[config.mk]
export PLATFORM = sky130hd
export DESIGN_NAME = alu_op_sequencer
export DESIGN_NICKNAME = d
export VERILOG_FILES = /design/src/rtl/alu_op_sequencer.sv
export SDC_FILE = /design/constraint.sdc
export NUM_CORES = 1
export LEC_CHECK = 0
export CORE_MARGIN = 4
export CORE_UTILIZATION = 38
export DETAILED_ROUTE_END_ITERATION = 16
export PLACE_DENSITY_LB_ADDON = 0.08
export SYNTH_ARGS = -nofsm -noshare
export SYNTH_HDL_FRONTEND = slang
export SYNTH_SLANG_ARGS = --single-unit
export TNS_END_PERCENT = 10
[constraint.sdc]
create_clock -name clk -period 1.3 [get_ports clk]
set_input_delay 0.195 -clock clk [delete_from_list [all_inputs] [get_ports clk]]
set_output_delay 0.195 -clock clk [all_outputs]
set_load 0.03 [all_outputs]
[src/rtl/alu_op_sequencer.sv]
// ============================================================================
// alu_op_sequencer : one-at-a-time register-read / ALU / writeback sequencer
// Revision 1.0
// ============================================================================
`default_nettype none

module alu_op_sequencer #(
  parameter int RF_RD_LAT = 1,
  parameter int DATA_W    = 16
) (
  input  logic              clk,
  input  logic              reset,
  input  logic              instr_valid,
  output logic              instr_ready,
  input  logic [15:0]       instr,
  output logic [3:0]        rf_ra_addr,
  output logic [3:0]        rf_rb_addr,
  input  logic [DATA_W-1:0] rf_ra_data,
  input  logic [DATA_W-1:0] rf_rb_data,
  output logic [DATA_W-1:0] alu_a,
  output logic [DATA_W-1:0] alu_b,
  output logic [7:0]        alu_opcode,
  input  logic [DATA_W-1:0] alu_c,
  input  logic [4:0]        alu_flags,
  output logic              rf_we,
  output logic [3:0]        rf_wa,
  output logic [DATA_W-1:0] rf_wd,
  output logic [4:0]        psr,
  output logic              done
);

  typedef enum logic [1:0] {
    S_IDLE = 2'd0,
    S_READ = 2'd1,
    S_EXEC = 2'd2,
    S_WB   = 2'd3
  } state_t;

  state_t            state_q, state_d;
  logic [1:0]        cnt_q, cnt_d;
  logic [15:0]       instr_q;
  logic [3:0]        ra_q, rb_q;
  logic [DATA_W-1:0] alu_a_q, alu_b_q, rf_wd_q;
  logic [7:0]        opc_q;
  logic [4:0]        flags_q, psr_q;
  logic              rf_we_q, done_q;

  logic [3:0]        op, ext, code;
  logic              is_imm, flag_wr, no_wb, accept, read_last;
  logic [DATA_W-1:0] imm;

  assign op      = instr_q[15:12];
  assign ext     = instr_q[7:4];
  assign is_imm  = !(op inside {4'b0000, 4'b0100, 4'b1000});
  // ADDUI zero-extends its immediate; every other immediate op sign-extends.
  assign imm     = (op == 4'b0110) ? {{(DATA_W-8){1'b0}}, instr_q[7:0]}
                                   : {{(DATA_W-8){instr_q[7]}}, instr_q[7:0]};
  assign code    = is_imm ? op : ext;
  assign flag_wr = code inside {4'b0101, 4'b0111, 4'b1001, 4'b1011};
  assign no_wb   = (code == 4'b1011) || (instr_q == 16'h0000);

  assign accept    = instr_valid && (state_q == S_IDLE);
  assign read_last = (cnt_q == 2'(RF_RD_LAT - 1));

  always_ff @(posedge clk) begin
    if (reset) begin
      state_q <= S_IDLE;
      cnt_q   <= 2'd0;
    end else begin
      state_q <= state_d;
      cnt_q   <= cnt_d;
    end
  end

  always_comb begin
    state_d = state_q;
    cnt_d   = cnt_q;
    case (state_q)
      S_IDLE: begin
        cnt_d = 2'd0;
        if (accept) state_d = S_READ;
      end
      S_READ: begin
        if (read_last) state_d = S_EXEC;
        else           cnt_d   = cnt_q + 2'd1;
      end
      S_EXEC:  state_d = S_WB;
      S_WB:    state_d = S_IDLE;
      default: state_d = S_IDLE;
    endcase
  end

  always_ff @(posedge clk) begin
    if (reset) begin
      instr_q <= 16'h0000;
      ra_q    <= 4'd0;
      rb_q    <= 4'd0;
      alu_a_q <= '0;
      alu_b_q <= '0;
      opc_q   <= 8'h00;
      rf_wd_q <= '0;
      flags_q <= 5'd0;
      psr_q   <= 5'd0;
      rf_we_q <= 1'b0;
      done_q  <= 1'b0;
    end else begin
      rf_we_q <= 1'b0;
      done_q  <= 1'b0;
      case (state_q)
        S_IDLE: begin
          if (accept) begin
            instr_q <= instr;
            ra_q    <= instr[11:8];
            rb_q    <= instr[3:0];
          end
        end
        S_READ: begin
          // ALU inputs only move here, so the ALU sees stable operands otherwise.
          if (read_last) begin
            alu_a_q <= rf_ra_data;
            alu_b_q <= is_imm ? imm : rf_rb_data;
            opc_q   <= is_imm ? {op, 4'b0000} : {op, ext};
          end
        end
        S_EXEC: begin
          rf_wd_q <= alu_c;
          flags_q <= alu_flags;
          rf_we_q <= !no_wb;
          done_q  <= 1'b1;
        end
        S_WB: begin
          if (flag_wr) psr_q <= flags_q;
        end
        default: ;
      endcase
    end
  end

  assign instr_ready = (state_q == S_IDLE);
  assign rf_ra_addr  = ra_q;
  assign rf_rb_addr  = rb_q;
  assign alu_a       = alu_a_q;
  assign alu_b       = alu_b_q;
  assign alu_opcode  = opc_q;
  assign rf_we       = rf_we_q;
  assign rf_wa       = instr_q[11:8];
  assign rf_wd       = rf_wd_q;
  assign psr         = psr_q;
  assign done        = done_q;

endmodule

`default_nettype wire

==> results of run 1 <==
==> critical path, delay by kind of cell, from the launching register on <==
kind / cells / cell delay (ns)
fa+ha+maj: 1 / 0.17
buf+inv: 3 / 0.28
flops: 1 / 0.38
==> flip-flops by register name (all words and copies together) (netlist names) <==
signal	flops
alu_a	16
alu_b	16
alu_opcode	8
cnt_q	2
done	1
flags_q	5
instr_q	16
psr	5
rf_wd	16
rf_we	1
state_q	2
==> area by class of cell <==
cell class	count	area, µm²	share of cell area [%]
clock buffers	10	138	2.57
inverters	5	21.3	0.397
well taps	108	135	2.52
flip-flops and latches	88	1780	33.2
repair buffers	175	1600	29.9
multi-input cells	269	1600	29.8
clock inverters	6	90.1	1.68
==> through the flow <==
| stage | worst slack (ns) | setup TNS (ns) | utilization, % |
|---|---|---|---|
| after global routing | -0.128 | -3.60 | 60.3 |
| after floorplan | -0.0485 | -1.14 | - |
| final | -0.0838 | -0.213 | 60.3 |
| after detailed placement | -0.129 | -2.27 | 59.2 |
| after global placement | -0.0613 | -1.07 | 59.2 |
| after CTS | -0.150 | -0.391 | 62.1 |
==> cell usage in the layout, fill, tap and decap left out, types with 2 or more instances in the layout <==
cell	n
clkdlybuf4s15_1	17
ha_1	3
bufinv_16	2
nand2b_1	10
clkbuf_8	10
nor2_1	43
dfxtp_4	3
inv_6	2
nor4_1	4
mux2i_1	36
clkbuf_2	41
a211oi_4	2
a211oi_2	10
dfxtp_1	80
buf_2	3
a21oi_2	3
dfxtp_2	5
buf_4	19
nor2b_1	3
nand3_1	4
inv_1	3
nor3_1	2
nand2_1	89
clkdlybuf4s15_2	11
clkdlybuf4s50_1	70
a211oi_1	6
a21oi_1	42
buf_12	10
buf_6	3
==> cell families after synthesis <==
kind of cell | count (synthesis)
multiplexers | 36
adder cells (fa/ha/maj) | 5
XOR/XNOR | 1
AO/OA/AOI/OAI | 66
buffers and inverters | 46
AND/OR/NAND/NOR | 161
flip-flops | 88
==> report_power, final <==
part	switching (mW)	total, mW	internal [mW]	leakage (nW)
logic	3.19	5.53	2.33	1.31
clock network	1.00	2.15	1.15	0.113
registers	0.409	3.78	3.37	0.722
==> timing repair <==
action | CTS | global route
setup buffers | 0 | 1
resized for setup | 167 | 67
endpoints found under the setup margin | 124 | 123
hold buffers | 0 | 0
pin swaps | 1 | 2
cloned | 0 | 0
==> path summary, 6_finish.rpt <==
| check | end | slack, ns |
|---|---|---|
| hold reg to reg | alu_opcode[7] | 0.46 |
| setup reg to reg | state_q[1] | -0.03 |
| hold / removal | rf_wd[0] | 0.14 |
| setup / recovery | instr_ready | -0.08 |
==> per-layer routing <==
metal  part of all wire [%]  vias to the layer above  wire length (µm)
met3                    7.2                        8               682
met1                     43                     1491              4080
met4                    1.1                        0               102
met2                     48                       94              4560
li1                       -                     1612                 -
met5                      0                        -                 0
==> flow_summary_export.csv, run 1 <==
group,metric,value,unit
run_status,status,"finished with violations",
run_status,violations,"setup timing",
synth,ys_ff_latch,88,
power,powerDensity,2130,mW/mm²
routing,dr.pass1.iters,4,
timing,maxSlewViolCount,0,
grt,grt_max_degree,61,
synth,synth_cell_types,28,
cells_and_area,n_fill_cell,834,
timing,finClkSkew,0.0129,ns
cells_and_area,syn2layout_area_growth,51.2,%
worst_setup_path,critPathKind,"reg -> out",
synth,netlist_area,0.00355,mm²
timing,relSlewSlack,74.1,%
worst_setup_path,critical_path.max_stage_delay,0.38,ns
synth,synth_xor_xnor_area_share,0.247,%
routing,drtAntennaViolNets,0,
routing,routed_wl,9430,µm
cts,h-tree-depth,3,
timing,setup_ws,-0.0838,ns
routing,wl_per_cell,14.3,µm
die,num_rows,34,
grt,grtUsageMet3,5.43,%
synth,yosys.area_share.simple,18.9,%
worst_setup_path,cp_cell_sequence,"inv_4 > ha_4 > buf_6 > buf_12",
timing,final-hold-violation-count,0,
die,initial_utilization,39.9,%
synth,async_reset_ff_share,0,%
cells_and_area,nets,625,
timing,whs,0.140,ns
worst_setup_path,cp_max_fo,6,
timing,tightest_slew,0.385,ns
die,coreArea,0.00889,mm²
job,cap_violations,0,
grt,grt_overflow,0,
cts,clk_pin_slew_worst_paths,0.09,ns
power,total_power,11.5,mW
synth,synth_common_cells,"nand2_1, dfxtp_1, a21oi_1",
placed_design,dp_cells,644,
worst_setup_path,rr_worst_depth,6,
worst_setup_path,cp.required,1.11,ns
synth,synthTopCellsByArea,"dfxtp_1, mux2i_1, nand2_1",
synth,avgSynthCellArea,8.80,µm²
synth,synth-seq-area-share,49.7,%
cells_and_area,antenna_cells,0,
synth,muxShareOfSynthArea,10.2,%
synth,synthCells,403,
die,fp.dieH,105,µm
routing,routed_via_density,4.85,
cts,cts_made_buffers,9,
cells_and_area,drive_gt1_share,24.4,%
grt,use_met1,21.2,%
synth,synth_top_family_by_area,"simple AND/OR/NAND/NOR gates",
timing,setup_violations,11,
grt,grt.total_usage,17.0,%
die,die_area,0.0109,mm²
worst_setup_path,arrival,1.19,ns
synth,yosysMostFrequentCell,"nand2_1",
routing,num_vias,3205,
worst_setup_path,crit_slowest_cell,"dfxtp_4",
cts,tritoncts,"done",
worst_setup_path,cp-start-kind,"flip-flop",
hold_path,hold_path_depth,2,
synth,syn-num-nets,480,
placed_design,hpwl,6810,µm
routing,drtIter0Drc,113,
cells_and_area,fin_area,0.00536,mm²
placed_design,io_buffers,147,
cts,clock_path_buffers,2,
grt,grt_pass1_wl,15400,µm
hold_path,min_path_type,"in -> reg",
synth,yosys_warnings,0,
cts,root_buffer,"clkbuf_8",
grt,antenna_found_initial,0,
synth,synth-main-ff-cell,"dfxtp_1",
timing,max_freq,0.723,GHz
grt,gr-usage-met2,27.8,%
worst_setup_path,reg2reg_from,"state_q[1]",
synth,synth_edf_count,0,
synth,synth_top_area_share,49.7,%
grt,grt_busiest_layer,"met2",
synth,synth_adder_area_share,1.76,%
synth,synth_compound_area_share,12.6,%
timing,rsz0062_at_grt,"yes",
cells_and_area,final_cells,661,
die,ios,148,
power,p_leak,2.15,nW
synth,yosys.area.top_type,"dfxtp_1",
worst_setup_path,cp-end-kind,"output pin",
power,vdd_drop_max,929,µV
placed_design,dpl-instance-area,0.00527,mm²
cts,cts.sinks,88,
hold_path,min_from,"reset",
placed_design,gp_congestion,0.750,
worst_setup_path,cp-startpoint,"state_q[0]",
routing,drc_errors,0,
timing,fin_crit_sh,106,%
grt,first_global_vias,3211,
cts,clkLatencyLatePin,0.36,ns
die,die_w,105,µm
timing,min_period,1.38,ns
Power figures use the tool's default switching activity.
==> run 2: changes to the inputs <==
--- a/config.mk
+++ b/config.mk
@@ -5,6 +5,7 @@
 export SDC_FILE = /design/constraint.sdc
 export NUM_CORES = 1
 export LEC_CHECK = 0
+export ABC_AREA = 1
 export CORE_MARGIN = 4
 export CORE_UTILIZATION = 38
 export DETAILED_ROUTE_END_ITERATION = 16
==> flow_summary_export.csv, run 2 <==
group,metric,value,unit
synth,synth_top_area_share,50.8,%
synth,synth-seq-area-share,50.8,%
cts,clkLatencyLatePin,0.37,ns
routing,drc_errors,0,
placed_design,io_buffers,147,
timing,finClkSkew,0.0134,ns
synth,synthCells,442,
worst_setup_path,cp-start-kind,"flip-flop",
cells_and_area,antenna_cells,0,
timing,relSlewSlack,72.4,%
die,num_rows,34,
cts,clk_pin_slew_worst_paths,0.09,ns
timing,tns,-0.841,ns
cts,h-tree-depth,3,
timing,maxSlewViolCount,0,
worst_setup_path,critPathKind,"reg -> out",
cells_and_area,n_fill_cell,750,
grt,grt_overflow,0,
synth,ys_ff_latch,88,
timing,tightest_slew,0.411,ns
routing,drtIter0Drc,136,
die,ios,148,
synth,yosys.area.top_type,"dfxtp_1",
grt,antenna_found_initial,0,
die,coreArea,0.00881,mm²
cells_and_area,drive_gt1_share,31.0,%
die,fp.dieH,104,µm
synth,synth-main-ff-cell,"dfxtp_1",
cts,tritoncts,"done",
worst_setup_path,critical_path.max_stage_delay,0.35,ns
routing,routed_via_density,4.84,
job,cap_violations,0,
worst_setup_path,cp_cell_sequence,"inv_2 > buf_6 > ha_4 > buf_6 > buf_12",
placed_design,hpwl,7160,µm
synth,yosys.area_share.simple,15.9,%
cts,cts_made_buffers,9,
timing,max_freq,0.688,GHz
grt,grt_pass1_wl,15800,µm
synth,synthTopCellsByArea,"dfxtp_1, o21ai_0, nor2_1",
routing,dr.pass1.iters,4,
worst_setup_path,crit_slowest_cell,"dfxtp_2",
placed_design,gp_congestion,0.780,
die,die_area,0.0107,mm²
routing,num_vias,3522,
timing,final-hold-violation-count,0,
hold_path,min_path_type,"in -> reg",
die,initial_utilization,39.4,%
run_status,status,"finished with violations",
timing,setup_ws,-0.154,ns
run_status,violations,"setup timing",
synth,yosysMostFrequentCell,"dfxtp_1",
synth,synth_edf_count,0,
synth,async_reset_ff_share,0,%
power,p_leak,2.46,nW
grt,grt.total_usage,17.8,%
timing,setup_violations,20,
routing,wl_per_cell,14.6,µm
synth,synth_common_cells,"dfxtp_1, nor2_1, o21ai_0",
placed_design,dp_cells,695,
power,vdd_drop_max,1270,µV
worst_setup_path,cp.required,1.11,ns
synth,syn-num-nets,519,
die,die_w,104,µm
worst_setup_path,arrival,1.26,ns
grt,grt_max_degree,42,
worst_setup_path,crit_path_frequent_cell,"buf_6",
routing,routed_wl,10600,µm
synth,netlist_area,0.00347,mm²
synth,yosys_warnings,0,
cells_and_area,nets,692,
timing,whs,0.377,ns
synth,synth_compound_area_share,21.4,%
timing,rsz0062_at_grt,"yes",
synth,synth_adder_area_share,1.80,%
placed_design,pre_cts_ws,-0.0957,ns
cells_and_area,final_cells,728,
cts,cts.sinks,88,
cts,clock_path_buffers,2,
synth,synth_xor_xnor_area_share,0,%
cells_and_area,final_common_cell,"dfxtp_1",
synth,avgSynthCellArea,7.85,µm²
cts,root_buffer,"clkbuf_8",
power,total_power,13.9,mW
cells_and_area,final_cell_mix,"dfxtp_1, nor2_1, clkdlybuf4s50_1",
timing,min_period,1.45,ns
synth,muxShareOfSynthArea,0,%
routing,drtAntennaViolNets,0,
power,powerDensity,2440,mW/mm²
grt,first_global_vias,3274,
worst_setup_path,cp_max_fo,3,
synth,synth_cell_types,24,
timing,fin_crit_sh,112,%
synth,synth_top_family_by_area,"compound AO/OA/AOI/OAI gates",
worst_setup_path,cp-end-kind,"output pin",
cells_and_area,syn2layout_area_growth,63.5,%
## run 2: cell families (layout without fill, tap and decap cells)
family	Yosys count	count (layout)
buffers and inverters	78	254
adders and majority gates	5	5
AOI/OAI and AO/OA	138	139
and+or+nand+nor	133	134
DFF	88	88
## run 2: per-stage QoR
stage / util (%) / instance area, µm²
4_1_cts: 61.7 / 5430
6_report: 64.4 / 5670
2_1_floorplan: - / 3500
5_1_grt: 64.4 / 5670
3_5_place_dp: 59.4 / 5230
3_3_place_gp: 59.4 / 5230
## run 2: final cells by class
| type | count | area, µm² | share of cell area, % |
|---|---|---|---|
| Timing Repair Buffer | 197 | 1830 | 32.3 |
| Sequential cell | 88 | 1770 | 31.2 |
| Multi-Input combinational cell | 278 | 1580 | 27.9 |
| Inverter | 41 | 178 | 3.13 |
| Tap cell | 108 | 135 | 2.38 |
| Clock buffer | 9 | 124 | 2.18 |
| Clock inverter | 7 | 55.1 | 0.970 |
## run 2: final timing paths
kind	start	endpoint	slack (ns)	cells after the start
worst min register to register	flags_q[4]	flags_q[4]	0.45	2
worst max register to register	instr_q[13]	psr[4]	-0.09	8
worst max-delay path	state_q[1]	instr_ready	-0.15	5
worst min-delay path	rf_rb_data[9]	alu_b[9]	0.38	3
## run 2: what timing repair did
item                                    4_1_cts  5_1_grt
gates cloned                                  0        5
gates resized for setup                     169      158
hold buffers                                  0        0
buffers inserted                              0       12
endpoints found under the setup margin      129      129
pin swaps                                     1       15
## run 2: critical path: cells and delay by family (launching register included)
kind	cells	cell delay, ns
flip-flops	1	0.35
buffers and inverters	4	0.40
adder cells (fa/ha/maj)	1	0.16
## run 2: power by group
group / total, mW / internal (mW) / leakage (nW) / switching [mW]
Sequential: 4.20 / 3.67 / 0.726 / 0.536
Combinational: 7.91 / 3.21 / 1.64 / 4.71
Clock: 1.75 / 0.710 / 0.0862 / 1.04
Total: 13.9 / 7.58 / 2.46 / 6.29
## run 2: routing by layer
layer	track usage [%]	part of all wire (%)	vias to the layer above
met5	0	0	-
met4	7.31	1.7	0
met3	6.84	8.7	16
met2	28.3	47	124
met1	21.6	43	1586
li1	-	-	1796
